File: src/rtl/clarvi_mem_arbiter.sv
// Two-requester arbiter for the Clarvi memory port.
// Fetch and data commands share one pipelined port; responses return in issue order.
module clarvi_mem_arbiter #(
    parameter int ADDR_WIDTH   = 32,
    parameter int DATA_WIDTH   = 32,
    parameter int MAX_PENDING  = 4,
    parameter int STARVE_LIMIT = 8
) (
    input  logic                    clock,
    input  logic                    reset,
    input  logic [ADDR_WIDTH-1:0]   instr_address,
    input  logic                    instr_read_enable,
    output logic                    instr_wait,
    output logic [DATA_WIDTH-1:0]   instr_read_data,
    output logic                    instr_read_data_valid,
    input  logic [ADDR_WIDTH-1:0]   main_address,
    input  logic [DATA_WIDTH/8-1:0] main_byte_enable,
    input  logic                    main_read_enable,
    input  logic                    main_write_enable,
    input  logic [DATA_WIDTH-1:0]   main_write_data,
    output logic                    main_wait,
    output logic [DATA_WIDTH-1:0]   main_read_data,
    output logic                    main_read_data_valid,
    output logic [ADDR_WIDTH-1:0]   mem_address,
    output logic [DATA_WIDTH/8-1:0] mem_byte_enable,
    output logic                    mem_read,
    output logic                    mem_write,
    output logic [DATA_WIDTH-1:0]   mem_write_data,
    input  logic                    mem_wait,
    input  logic [DATA_WIDTH-1:0]   mem_read_data,
    input  logic                    mem_read_data_valid,
    output logic                    protocol_error
);

    localparam int PW = $clog2(MAX_PENDING);
    localparam int CW = PW + 1;
    localparam int SW = $clog2(STARVE_LIMIT + 1);

    typedef enum logic [1:0] {IDLE, HOLD_I, HOLD_M} state_t;

    state_t state, state_next;

    logic [MAX_PENDING-1:0] src_id;
    logic [PW-1:0]          wr_ptr, rd_ptr;
    logic [CW-1:0]          count;
    logic [SW-1:0]          starve;

    logic instr_req, main_req, main_is_read;
    logic full, starved, instr_ok, main_ok;
    logic grant_i, grant_m, push, pop, stray;

    assign instr_req    = instr_read_enable;
    assign main_req     = main_read_enable | main_write_enable;
    assign main_is_read = main_read_enable;
    assign full         = (count == CW'(MAX_PENDING));
    assign starved      = (starve == SW'(STARVE_LIMIT));
    assign instr_ok     = instr_req & ~full;
    assign main_ok      = main_req & (~main_is_read | ~full);

    always_comb begin
        grant_i    = 1'b0;
        grant_m    = 1'b0;
        state_next = state;
        if (!reset) begin
            unique case (state)
                IDLE: begin
                    if (starved && instr_ok)
                        grant_i = 1'b1;
                    else if (main_ok)
                        grant_m = 1'b1;
                    else if (instr_ok)
                        grant_i = 1'b1;
                end
                HOLD_I:  grant_i = 1'b1;
                HOLD_M:  grant_m = 1'b1;
                default: ;
            endcase
        end
        unique case (state)
            IDLE: begin
                if (grant_i && mem_wait)
                    state_next = HOLD_I;
                else if (grant_m && mem_wait)
                    state_next = HOLD_M;
            end
            HOLD_I, HOLD_M: begin
                if (!mem_wait)
                    state_next = IDLE;
            end
            default: state_next = IDLE;
        endcase
    end

    assign mem_read  = (grant_i & instr_req) | (grant_m & main_is_read);
    assign mem_write = grant_m & main_write_enable & ~main_read_enable;

    assign mem_address = grant_m ? main_address
                       : grant_i ? instr_address : '0;
    assign mem_byte_enable = mem_write ? main_byte_enable
                           : mem_read ? '1 : '0;
    assign mem_write_data = mem_write ? main_write_data : '0;

    assign instr_wait = instr_req & ~(grant_i & ~mem_wait);
    assign main_wait  = main_req & ~(grant_m & ~mem_wait);

    assign push  = mem_read & ~mem_wait;
    assign pop   = mem_read_data_valid & (count != '0) & ~reset;
    assign stray = mem_read_data_valid & (count == '0);

    assign instr_read_data       = mem_read_data;
    assign main_read_data        = mem_read_data;
    assign instr_read_data_valid = pop & ~src_id[rd_ptr];
    assign main_read_data_valid  = pop & src_id[rd_ptr];

    always_ff @(posedge clock) begin
        if (reset) begin
            state          <= IDLE;
            src_id         <= '0;
            wr_ptr         <= '0;
            rd_ptr         <= '0;
            count          <= '0;
            starve         <= '0;
            protocol_error <= 1'b0;
        end else begin
            state <= state_next;
            if (push) begin
                src_id[wr_ptr] <= grant_m;
                wr_ptr         <= wr_ptr + PW'(1);
            end
            if (pop)
                rd_ptr <= rd_ptr + PW'(1);
            count <= count + CW'(push) - CW'(pop);
            // Fetch acceptance or withdrawal resets the fairness window.
            if (!instr_req || (grant_i && !mem_wait))
                starve <= '0;
            else if (!starved)
                starve <= starve + SW'(1);
            if (stray)
                protocol_error <= 1'b1;
        end
    end

endmodule

File: config.mk
export PLATFORM = sky130hd
export DESIGN_NAME = clarvi_mem_arbiter
export DESIGN_NICKNAME = d
export VERILOG_FILES = /design/src/rtl/clarvi_mem_arbiter.sv
export SDC_FILE = /design/constraint.sdc
export NUM_CORES = 1
export LEC_CHECK = 0
export ABC_CLOCK_PERIOD_IN_PS = 8200
export CORE_AREA = 2 2 107 109
export DETAILED_ROUTE_END_ITERATION = 12
export DIE_AREA = 0 0 109 111
export PLACE_DENSITY = 0.72
export RECOVER_POWER = 25
export SYNTH_ARGS = -nofsm -noshare
export SYNTH_HDL_FRONTEND = slang
export SYNTH_SLANG_ARGS = --single-unit
File: constraint.sdc
create_clock -name clock -period 8.2 [get_ports clock]
set_clock_uncertainty 0.15 [all_clocks]
set_input_delay 1.23 -clock clock [delete_from_list [all_inputs] [get_ports clock]]
set_output_delay 1.23 -clock clock [all_outputs]
set_load 0.01 [all_outputs]
Word-level counts from Yosys, hierarchy flattened. Index checks and enable logic that the tools add are counted.

Word-level logic and storage cells: 84. Flip-flop bits (word level): 18. Output and inout bits: 139.

Multiplexer cells: 23. Eq/ne operators: 6. Add/subtract/negate cells: 5. Reductions and logical operators: 14. Bitwise logic cells: 26. $lt $le $gt $ge: 3.

Operators with widths (count): 2-to-1 mux 32 bit (3); AND 1 bit (16); 2-to-1 mux 1 bit (9); 2-to-1 mux 4 bit (2); NOT 1 bit (7); less-than comparator 2 x 3 -> 1 bit (second input constant) (2); 2-to-1 mux 2 bit (3); logical AND 1 bit (5); adder 2 x 1 -> 2 bit (second input constant) (2); adder 4 x 1 -> 4 bit (second input constant) (1); bitwise mux 4 bit (1); equality test 4 bit (second input constant) (1); case mux 1 bit (2 select lines) (2); case mux 2 bit (2 select lines) (1); OR reduction 2 bit (2); adder 3 x 1 -> 3 bit (1); equality test 3 bit (second input constant) (1); logical NOT 3 bit (1); != test 3 bit (second input constant) (1); OR 1 bit (3); nonzero test 3 bit (1); subtractor 3 x 1 -> 3 bit (1); binary-select mux 1 bit (select 2 bit) (1); demux 1 bit (select 2 bit) (1); 8 further kinds (9).

Logic depth before layout (Yosys ltp).
Depth after elaboration: 13. Mapped depth: 12. Gate-level depth less buffers: 12.

Least setup slack after synthesis. No wires, ideal clock.

Path type: input port to output port. Start point: input port main_read_enable. End point: output port mem_address[10]. Arrival: 2.598 ns. Path buffers: 1. Required time: 6.820 ns. Stages on the path: 5. Slack: 4.222 ns. Cell sequence: or2_1 a2111o_1 a211oi_4 buf_6 a22o_1.

Longest elaborated chain between the ends: 9. Elaborated cells between the ends (all ways): 14.

Ends and longest elaborated chain: start, declared (RTL line 18) `input logic main_read_enable,`; NOT 1 bit (RTL line 58) `assign main_ok = main_req & (~main_is_read | ~full);`; OR 1 bit (RTL line 58); AND 1 bit * (RTL line 58); 2-to-1 mux 1 bit (RTL line 69) `else if (main_ok)`; 2-to-1 mux 1 bit (RTL line 67) `if (starved && instr_ok)`; case mux 1 bit (2 select lines) (RTL line 65) `unique case (state)`; 2-to-1 mux 1 bit (RTL line 64) `if (!reset) begin`; 2-to-1 mux 32 bit (RTL line 98) `: grant_i ? instr_address : '0;`; 2-to-1 mux 32 bit * (RTL line 97) `assign mem_address = grant_m ? main_address`; end, declared (RTL line 24) `output logic [ADDR_WIDTH-1:0] mem_address,`.

Every way passes the cells marked *; elsewhere a longest branch is shown, timed or not.

Worst setup path in the final report.
Start point: input port reset. End point: output port mem_address[19].

Longest elaborated chain between the ends: 3. Elaborated cells between the ends (all ways): 4.

Ends and longest elaborated chain: start, declared (RTL line 10) `input logic reset,`; 2-to-1 mux 1 bit (RTL line 64); 2-to-1 mux 32 bit (RTL line 98); 2-to-1 mux 32 bit * (RTL line 97).

Marks and branches as above.

==> results_dict.tcl <==
set metrics [dict create \
    diodes 0 \
    overflow 0 \
    die_w_um 109 \
    syn2layout_area_growth_pct 64.5 \
    grt.total_usage 0.133 \
    finalSetupViolCount 0 \
    nNetsFinal 553 \
    worst_pin_slew_ps 573 \
    row_count 39 \
    start_util 0.217 \
    rsz0062_at_grt "no" \
    drv_slew 0 \
    cts_hold_buf 0 \
    hold_class "flop to flop" \
    drv_cap 0 \
    synth_top_area_frac 0.200 \
    die_h_um 111 \
    route.detailed.drc 0 \
    p_per_area_mw_per_mm2 136 \
    viasPerCell 4.55 \
    first_iter_violations 119 \
    synth-edff-count 0 \
    gp_congestion 0.875 \
    place_ws_ps 2840 \
    antenna_left 0 \
    async_reset_ff_frac 0 \
    hpwlAfterDp_um 6900 \
    die_area_mm2 0.0121 \
    antenna_found_initial 0 \
    crit_fanout 32 \
    core-area_mm2 0.0111 \
    ys_seq_elements 18 \
    cts_num_sinks 18 \
    synthFlopType "dfxtp_1" \
    required_ps 6820 \
    postCtsSetupBuffers 0 \
    synthesis.nets 440 \
    synthDistinctLibCells 55 \
    start_kind "input pin" \
    clk-insertion-delay-late_ps 250 \
    cts_tree "done" \
    drive_above_1_share 0.0549 \
    grt_pass1_vias 2546 \
    htreeDepth 1 \
    maxSlewHeadroom 0.617 \
    hold_violations 0 \
    cts.path.max_buffers 2 \
    cts.clk_slew.worst_paths_ps 50 \
    irDropWorstVdd_mv 0.0783 \
    p_leak_nw 1.49 \
    min_period_ps 5420 \
    grt_util_met1 0.150 \
    yosysWarningCount 0 \
    max_freq_mhz 184 \
    portBuffers 181 \
    ys_seq_area_frac 0.150 \
    cts_resized 0 \
    end_kind "output pin" \
    post-synth-top-area-cell "buf_4" \
    synthesis.instances 289 \
    grt_first_pass_wirelength_um 12900 \
    timing.final.ws_setup_ps 2780 \
    syn_area_mm2 0.00240 \
    gr-usage-met3 0.0282 \
    tns_ps 0 \
    grtUsageMet2 0.246 \
    placed_cell_area_mm2 0.00386 \
    grt_max_degree 34 \
    ios 278 \
    critical_path_class "input pin to output pin" \
    syn_area_per_cell_um2 8.31 \
    root_buffer "clkbuf_16" \
    final_cell_area_mm2 0.00395 \
    cp.arrival_ps 4040 \
    numCtsBuffers 3 \
    status "finished clean" \
    synthTopCellsByArea "buf_4 20%, dfxtp_1 15%, a22o_1 12%" \
    post-route-period-util 0.661 \
    finalWirelength_um 8280 \
    num_vias 2476 \
    busiest_layer "met2" \
    post-route-util 0.357 \
    wire_per_inst_um 15.2 \
    drt-pass1-iter-count 4 \
]
-- cells by family (layout without fill, tap and decap cells) --
kind of cell             after synthesis  after routing  synth area share
AND/OR/NAND/NOR                       85             85             0.220
AO/OA/AOI/OAI                         73             73             0.261
XOR/XNOR                               6              6            0.0219
adder cells (fa/ha/maj)               12             12            0.0656
multiplexers                           6              6            0.0312
buffers and inverters                 89            201             0.250
flip-flops                            18             18             0.150
-- power by group --
part | leakage (nW) | internal, mW | switching (mW) | total (mW)
clock network | 0.0442 | 0.0742 | 0.0327 | 0.107
registers | 0.147 | 0.100 | 0.0146 | 0.115
logic | 1.30 | 0.185 | 0.131 | 0.315
total | 1.49 | 0.359 | 0.178 | 0.537
-- cells in the mapped netlist, types with 2 or more instances --
| library cell | number |
|---|---|
| a2111o_1 | 2 |
| a21oi_1 | 9 |
| a22o_1 | 32 |
| a2bb2oi_1 | 4 |
| and2_1 | 33 |
| buf_2 | 3 |
| buf_4 | 64 |
| buf_6 | 3 |
| clkbuf_1 | 6 |
| dfxtp_1 | 18 |
| ha_1 | 11 |
| inv_1 | 13 |
| mux2_2 | 2 |
| mux2i_1 | 3 |
| nand2_1 | 11 |
| nand3_1 | 2 |
| nor2_1 | 13 |
| nor2b_1 | 8 |
| nor3_1 | 2 |
| o21ai_0 | 8 |
| o311a_1 | 4 |
| xnor2_1 | 5 |
-- stage by stage --
stage                     total power [mW]  cells  hold slack, ps
after floorplan                      0.305    289             301
after detailed placement             0.432    540             307
after global placement               0.427    540             305
after global routing                 0.570    544             343
after CTS                            0.542    544             321
final                                0.537    544             309
-- final cells by class --
cell class / count / area, um2
fill: 1100 / 7120
sequential: 18 / 360
multi-input combinational: 182 / 1440
tap: 143 / 179
timing repair buffer: 184 / 1830
inverter: 13 / 48.8
clock buffer: 4 / 88.8
-- worst max-delay path, cell delays in order --
cell and delay, ps:
dlygate4sd3_1 750, nor2b_1 440, o2111ai_1 250, nand2_1 230
buf_4 360, a22o_1 220, clkdlybuf4s50_1 550
-- per-layer routing --
layer,up-vias,part of all wire
li1,1172,-
met5,-,0
met3,33,0.080
met4,0,0.022
met2,126,0.51
met1,1145,0.39
-- worst paths after layout --
kind             startpoint               to  slack, ps  cells past startpoint
max reg2reg        state[0]         count[2]       5150                     12
min          protocol_error   protocol_error        310                      2
min reg2reg  protocol_error   protocol_error        310                      2
max                   reset  mem_address[19]       2780                      7
-- cells in the final DEF, fill, tap and decap left out, types with 3 or more instances in the layout --
cell type / instances
a21oi_1: 9
a22o_1: 32
a2bb2oi_1: 4
and2_1: 33
buf_4: 3
clkbuf_16: 3
clkdlybuf4s50_1: 179
dfxtp_1: 18
ha_1: 11
inv_1: 13
mux2i_1: 3
nand2_1: 11
nor2_1: 13
nor2b_1: 8
o21ai_0: 8
o311a_1: 4
xnor2_1: 5
-- sequential cells by signal, summed over array words and instances, names as in the netlist --
| name | cells |
|---|---|
| protocol_error | 1 |
| count | 3 |
| src_id | 4 |
| rd_ptr | 2 |
| wr_ptr | 2 |
| starve | 4 |
| state | 2 |
No activity file was read; power rests on OpenSTA's default activity.
==> variant 1 (config.mk and constraints unchanged) <==
Encoding of `state_t`: now one-hot (3 bits for 3 states).
--- a/src/rtl/clarvi_mem_arbiter.sv
+++ b/src/rtl/clarvi_mem_arbiter.sv
@@ -36,7 +36,7 @@
     localparam int CW = PW + 1;
     localparam int SW = $clog2(STARVE_LIMIT + 1);
 
-    typedef enum logic [1:0] {IDLE, HOLD_I, HOLD_M} state_t;
+    typedef enum logic [2:0] {IDLE = 3'b001, HOLD_I = 3'b010, HOLD_M = 3'b100} state_t;
 
     state_t state, state_next;
 
Behaviour: no difference found for any inputs over 4 cycles, from zero or initial values and one cycle with reset high; so few cycles prove little.
==> variant 1 against the original RTL <==
Wire length down 2.1%. Synthesized area shrank 11%. Setup slack improved by 0.20 ns. First-iteration DRC count shrank 43%. Sequential cell count up 1. Final area decreased by 6.9%. Register-to-register slack got worse by 0.53 ns. Largest power group unchanged. Total power fell by 18%. Highest routed layer unchanged.
==> variant 1: results (changes against the original RTL) <==
stage,metric,value,unit,change
clock_network,Setup Buffers After CTS,0,,unchanged
min_path,hold path startpoint,protocol_error,,unchanged
routing,DRT Wirelength,8100,um,was 8280 um
clock_network,Worst-Skew Late Latency,0.25,ns,about the same
grt,met1 Usage GRT,0.118,,was 0.150
placement,Placed Area,3600,sq um,was 3860 sq um
power_and_ir_drop,Internal Power,0.307,mW,was 0.359 mW
yosys,Area contributors post-synth,"buf_4 22%, dfxtp_1 18%, a22o_1 13%",,"was buf_4 20%, dfxtp_1 15%, a22o_1 12%"
grt,pin count of the biggest net entering global routing,38,,was 34
routing,Initial DRT Pass Iterations,4,,unchanged
sta,WHS,0.355,ns,was 0.309 ns
power_and_ir_drop,sequential power share,0.255,,was 0.214
cells_and_area,proportion of layout cells with a drive suffix above 1,0.0486,,was 0.0549
worst_setup_path,Reg2Reg Launch Point,starve[0],,was state[0]
sta,Max transition margin,0.328,,was 0.617
yosys,Post-Synthesis Net Count,408,,was 440
yosys,Post-Synthesis Cells,260,,was 289
grt,number of global-route vias before repair,2293,,was 2546
worst_setup_path,Critical Path Source,reset,,unchanged
grt,Total GRT Usage,0.125,,was 0.133
cells_and_area,Regs by FF count,"src_id (4), starve (4)",,"was src_id (4), starve (4), count (3)"
cells_and_area,fillers,1145,,was 1100
placement,GP Congestion,0.809,,was 0.875
cells_and_area,Nets,519,,was 553
placement,DP HPWL,6820,um,was 6900 um
yosys,post-synthesis sequential area ratio,0.177,,was 0.150
grt,first-pass GRT wire length,11600,um,was 12900 um
worst_setup_path,R2R depth,13,,was 12
cells_and_area,Non-Filler Instances,513,,was 544
yosys,Yosys cell types,41,,was 55
power_and_ir_drop,Peak supply drop,0.0000732,V,was 0.0000783 V
worst_setup_path,r2r endpoint,count[2],,unchanged
grt,grt met2 use,0.238,,was 0.246
routing,drt initial violations,68,,was 119
yosys,Commonest cells post-synth,"64 x buf_4, 34 x and2_1, 32 x a22o_1",,"was 64 x buf_4, 33 x and2_1, 32 x a22o_1"
status,outcome,"complete, no violations",,unchanged
worst_setup_path,CP max FO,35,,was 32
worst_setup_path,Worst Path Arrival,3.84,ns,was 4.04 ns
power_and_ir_drop,Static Leak,1.40,nW,was 1.49 nW
grt,grt met3 use,0.0341,,was 0.0282
routing,via count,2218,,was 2476
worst_setup_path,r2r setup slk,4.62,ns,was 5.15 ns
[variant 1: metrics by stage]
stage	power [mW]	setup slack [ns]
finish	0.441	2.98
global route	0.467	2.87
CTS	0.448	2.93
detailed placement	0.344	2.94
global placement	0.339	2.95
floorplan	0.247	4.11
[variant 1: critical path, cell delays in order]
cell	delay (ns)
dlygate4sd3_1	0.83
or3b_2	0.56
a21oi_2	0.12
buf_4	0.33
a22o_1	0.21
clkdlybuf4s50_1	0.54
[variant 1: worst max-delay path by stage]
| stage | endpoint | slack [ns] | cells after the start |
|---|---|---|---|
| floorplan | mem_address[10] | 4.11 | 5 |
| global placement | mem_address[31] | 2.95 | 6 |
| detailed placement | mem_address[31] | 2.94 | 6 |
| CTS | mem_address[31] | 2.93 | 6 |
| global route | mem_address[31] | 2.87 | 6 |
| finish | mem_address[30] | 2.98 | 6 |
[variant 1: kinds of logic after synthesis]
kind of cell | synth area share
buf+inv | 0.279
simple gates | 0.217
compound gates | 0.213
flops | 0.177
xor+xnor | 0.0367
fa+ha+maj | 0.0560
mux | 0.0198
[variant 1: metal layers]
metal	vias to the layer above	routed length [um]
met2	156	4180
met1	975	2690
met5	-	0
met3	42	881
met4	0	350
li1	1045	-
[variant 1: layout make-up]
type	count	area (sq um)	share of cell area
Clock buffer	3	75.1	0.0204
Clock inverter	1	5.00	0.00136
Inverter	10	37.5	0.0102
Multi-Input combinational cell	153	1170	0.318
Sequential cell	19	380	0.103
Tap cell	143	179	0.0486
Timing Repair Buffer	184	1830	0.498
[variant 1: power groups by stage]
stage | Combinational (mW) | Clock, mW | Sequential (mW)
final | 0.226 | 0.102 | 0.113
after global routing | 0.245 | 0.107 | 0.114
after CTS | 0.231 | 0.104 | 0.113
after detailed placement | 0.229 | 0 | 0.115
after global placement | 0.225 | 0 | 0.114
after floorplan | 0.134 | 0 | 0.112
==> variant 2 (same settings) <==
Without the edit above. Set the parameter `ADDR_WIDTH` to 28 (it was 32).
--- a/src/rtl/clarvi_mem_arbiter.sv
+++ b/src/rtl/clarvi_mem_arbiter.sv
@@ -1,7 +1,7 @@
 // Two-requester arbiter for the Clarvi memory port.
 // Fetch and data commands share one pipelined port; responses return in issue order.
 module clarvi_mem_arbiter #(
-    parameter int ADDR_WIDTH   = 32,
+    parameter int ADDR_WIDTH   = 28,
     parameter int DATA_WIDTH   = 32,
     parameter int MAX_PENDING  = 4,
     parameter int STARVE_LIMIT = 8
Interface: changed (resized instr_address, main_address and mem_address); port bits go from 278 to 266. No check against the original RTL was run, so the function may have changed too.
==> variant 2 against the original RTL <==
Via count down 6.0%. Global-route usage is 0.27 points higher. Wire length is 0.11% higher. Final cell count is 3.3% lower. Total power decreased by 3.9%. Sequential cell count unchanged. Non-clock buffer count decreased by 14. First-iteration DRC count up 12%. Final area shrank 5.1%. Synthesized area decreased by 3.5%. Highest routed layer unchanged. Setup slack worse by 0.56 ns. Count of clock-buffer cells in the layout is the same. Sequential share of layout area is 0.49 points higher.
==> variant 2: results (changes against the original RTL) <==
stage,metric,value,unit,change
grt,grt met3 use,0.0400,,was 0.0282
yosys,Post-Synthesis Net Count,427,,was 440
routing,Initial DRT Pass Iterations,4,,unchanged
worst_setup_path,CP max FO,28,,was 32
power_and_ir_drop,Static Leak,1.41,nW,was 1.49 nW
clock_network,CTS root buf,clkbuf_16,,unchanged
yosys,Yosys cell types,51,,was 55
placement,# port buffers,169,,was 181
yosys,Synth Warn #,0,,unchanged
placement,DP HPWL,7040,um,was 6900 um
clock_network,Num CTS Buffers,3,,unchanged
sta,Max transition margin,0.240,,was 0.617
yosys,most frequently used flop master after synthesis,dfxtp_1,,unchanged
yosys,post-synthesis sequential area ratio,0.156,,was 0.150
placement,GP Congestion,0.872,,was 0.875
grt,Total GRT Usage,0.136,,was 0.133
clock_network,clk slew on worst S/H paths,0.05,ns,about the same
clock_network,CTS H-tree lvls,1,,unchanged
worst_setup_path,Max stage delay on crit path,0.93,ns,was 0.75 ns
worst_setup_path,Worst Path Arrival,4.60,ns,was 4.04 ns
clock_network,Setup Buffers After CTS,0,,unchanged
power_and_ir_drop,Peak supply drop,0.0000700,V,was 0.0000783 V
grt,first-pass GRT wire length,12800,um,was 12900 um
status,outcome,"complete, no violations",,unchanged
routing,DRT Wirelength,8290,um,was 8280 um
cells_and_area,Ant. Diodes,0,,unchanged
min_path,Hold Path Class,reg -> reg,,unchanged
cells_and_area,proportion of layout cells with a drive suffix above 1,0.0418,,was 0.0549
cells_and_area,Regs by FF count,"src_id (4), starve (4), count (3)",,unchanged
yosys,Area contributors post-synth,"buf_4 21%, dfxtp_1 16%, a22o_1 11%",,"was buf_4 20%, dfxtp_1 15%, a22o_1 12%"
grt,number of global-route vias before repair,2531,,was 2546
yosys,"Async S/R FF share, synth",0,,unchanged
yosys,Commonest cells post-synth,"64 x buf_4, 34 x and2_1, 28 x a22o_1",,"was 64 x buf_4, 33 x and2_1, 32 x a22o_1"
grt,initial antenna violation count,0,,unchanged
clock_network,Max Root-Sink Buffers,2,,unchanged
worst_setup_path,CP top delay family,compound AO/OA/AOI/OAI gates,,was buffers and inverters
cells_and_area,Nets,527,,was 553
routing,via count,2328,,was 2476
routing,drt initial violations,133,,was 119
power_and_ir_drop,sw frac,0.333,,was 0.332
worst_setup_path,"slowest stage cell, crit path",a211oi_4,,was dlygate4sd3_1
grt,pin count of the biggest net entering global routing,34,,unchanged
grt,grt met2 use,0.267,,was 0.246
clock_network,"Gates resized, CTS repair",0,,unchanged
grt,met1 Usage GRT,0.126,,was 0.150
clock_network,Worst-Skew Late Latency,0.25,ns,about the same
[variant 2: layer usage]
layer | share of wire | vias up
li1 | - | 1126
met1 | 0.33 | 1054
met2 | 0.55 | 119
met3 | 0.086 | 29
met4 | 0.029 | 0
met5 | 0 | -
[variant 2: layout make-up]
type,count,area [sq um]
multi-input combinational,178,1380
inverter,13,48.8
tap,143,179
sequential,18,360
timing repair buffer,170,1700
fill,1157,7330
clock buffer,4,88.8
[variant 2: logic make-up after synthesis]
group,count (synthesis),share of synthesized area
AOI/OAI and AO/OA,69,0.248
xor gates and xnor gates,6,0.0227
adders and majority gates,12,0.0680
buffers and inverters,88,0.253
DFF,18,0.156
muxes,6,0.0324
and+or+nand+nor,85,0.220
[variant 2: worst reg2reg max path: stages, from the launching register on]
cell	delay, ns
dfxtp_1	0.35
inv_1	0.08
ha_1	0.24
nor4b_1	0.59
a211oi_1	0.18
a2bb2oi_2	0.27
ha_1	0.17
inv_1	0.04
ha_1	0.18
fa_1	0.38
xnor2_1	0.22
xnor2_1	0.15
nor2_1	0.05
[variant 2: worst paths after layout]
kind,from,endpoint,slack (ns),cells past startpoint
hold reg to reg,protocol_error,protocol_error,0.33,2
setup / recovery,reset,mem_address[9],2.22,6
hold / removal,protocol_error,protocol_error,0.33,2
setup reg to reg,state[1],count[2],5.01,12
[variant 2: per-stage QoR]
step | hold slack [ns] | power [mW] | instances | cell area [sq um] | worst slack (ns)
3_5_place_dp | 0.319 | 0.414 | 522 | 3660 | 2.19
6_report | 0.330 | 0.516 | 526 | 3750 | 2.22
2_1_floorplan | 0.301 | 0.293 | 284 | 2320 | 4.14
3_3_place_gp | 0.312 | 0.407 | 522 | 3660 | 2.27
4_1_cts | 0.328 | 0.523 | 526 | 3750 | 2.19
5_1_grt | 0.361 | 0.550 | 526 | 3750 | 2.03
[variant 2: power by group through the flow]
stage	registers, mW	logic (mW)	clock network (mW)
finish	0.114	0.296	0.106
global route	0.117	0.320	0.112
CTS	0.114	0.300	0.109
detailed placement	0.116	0.298	0
global placement	0.115	0.292	0
floorplan	0.113	0.180	0
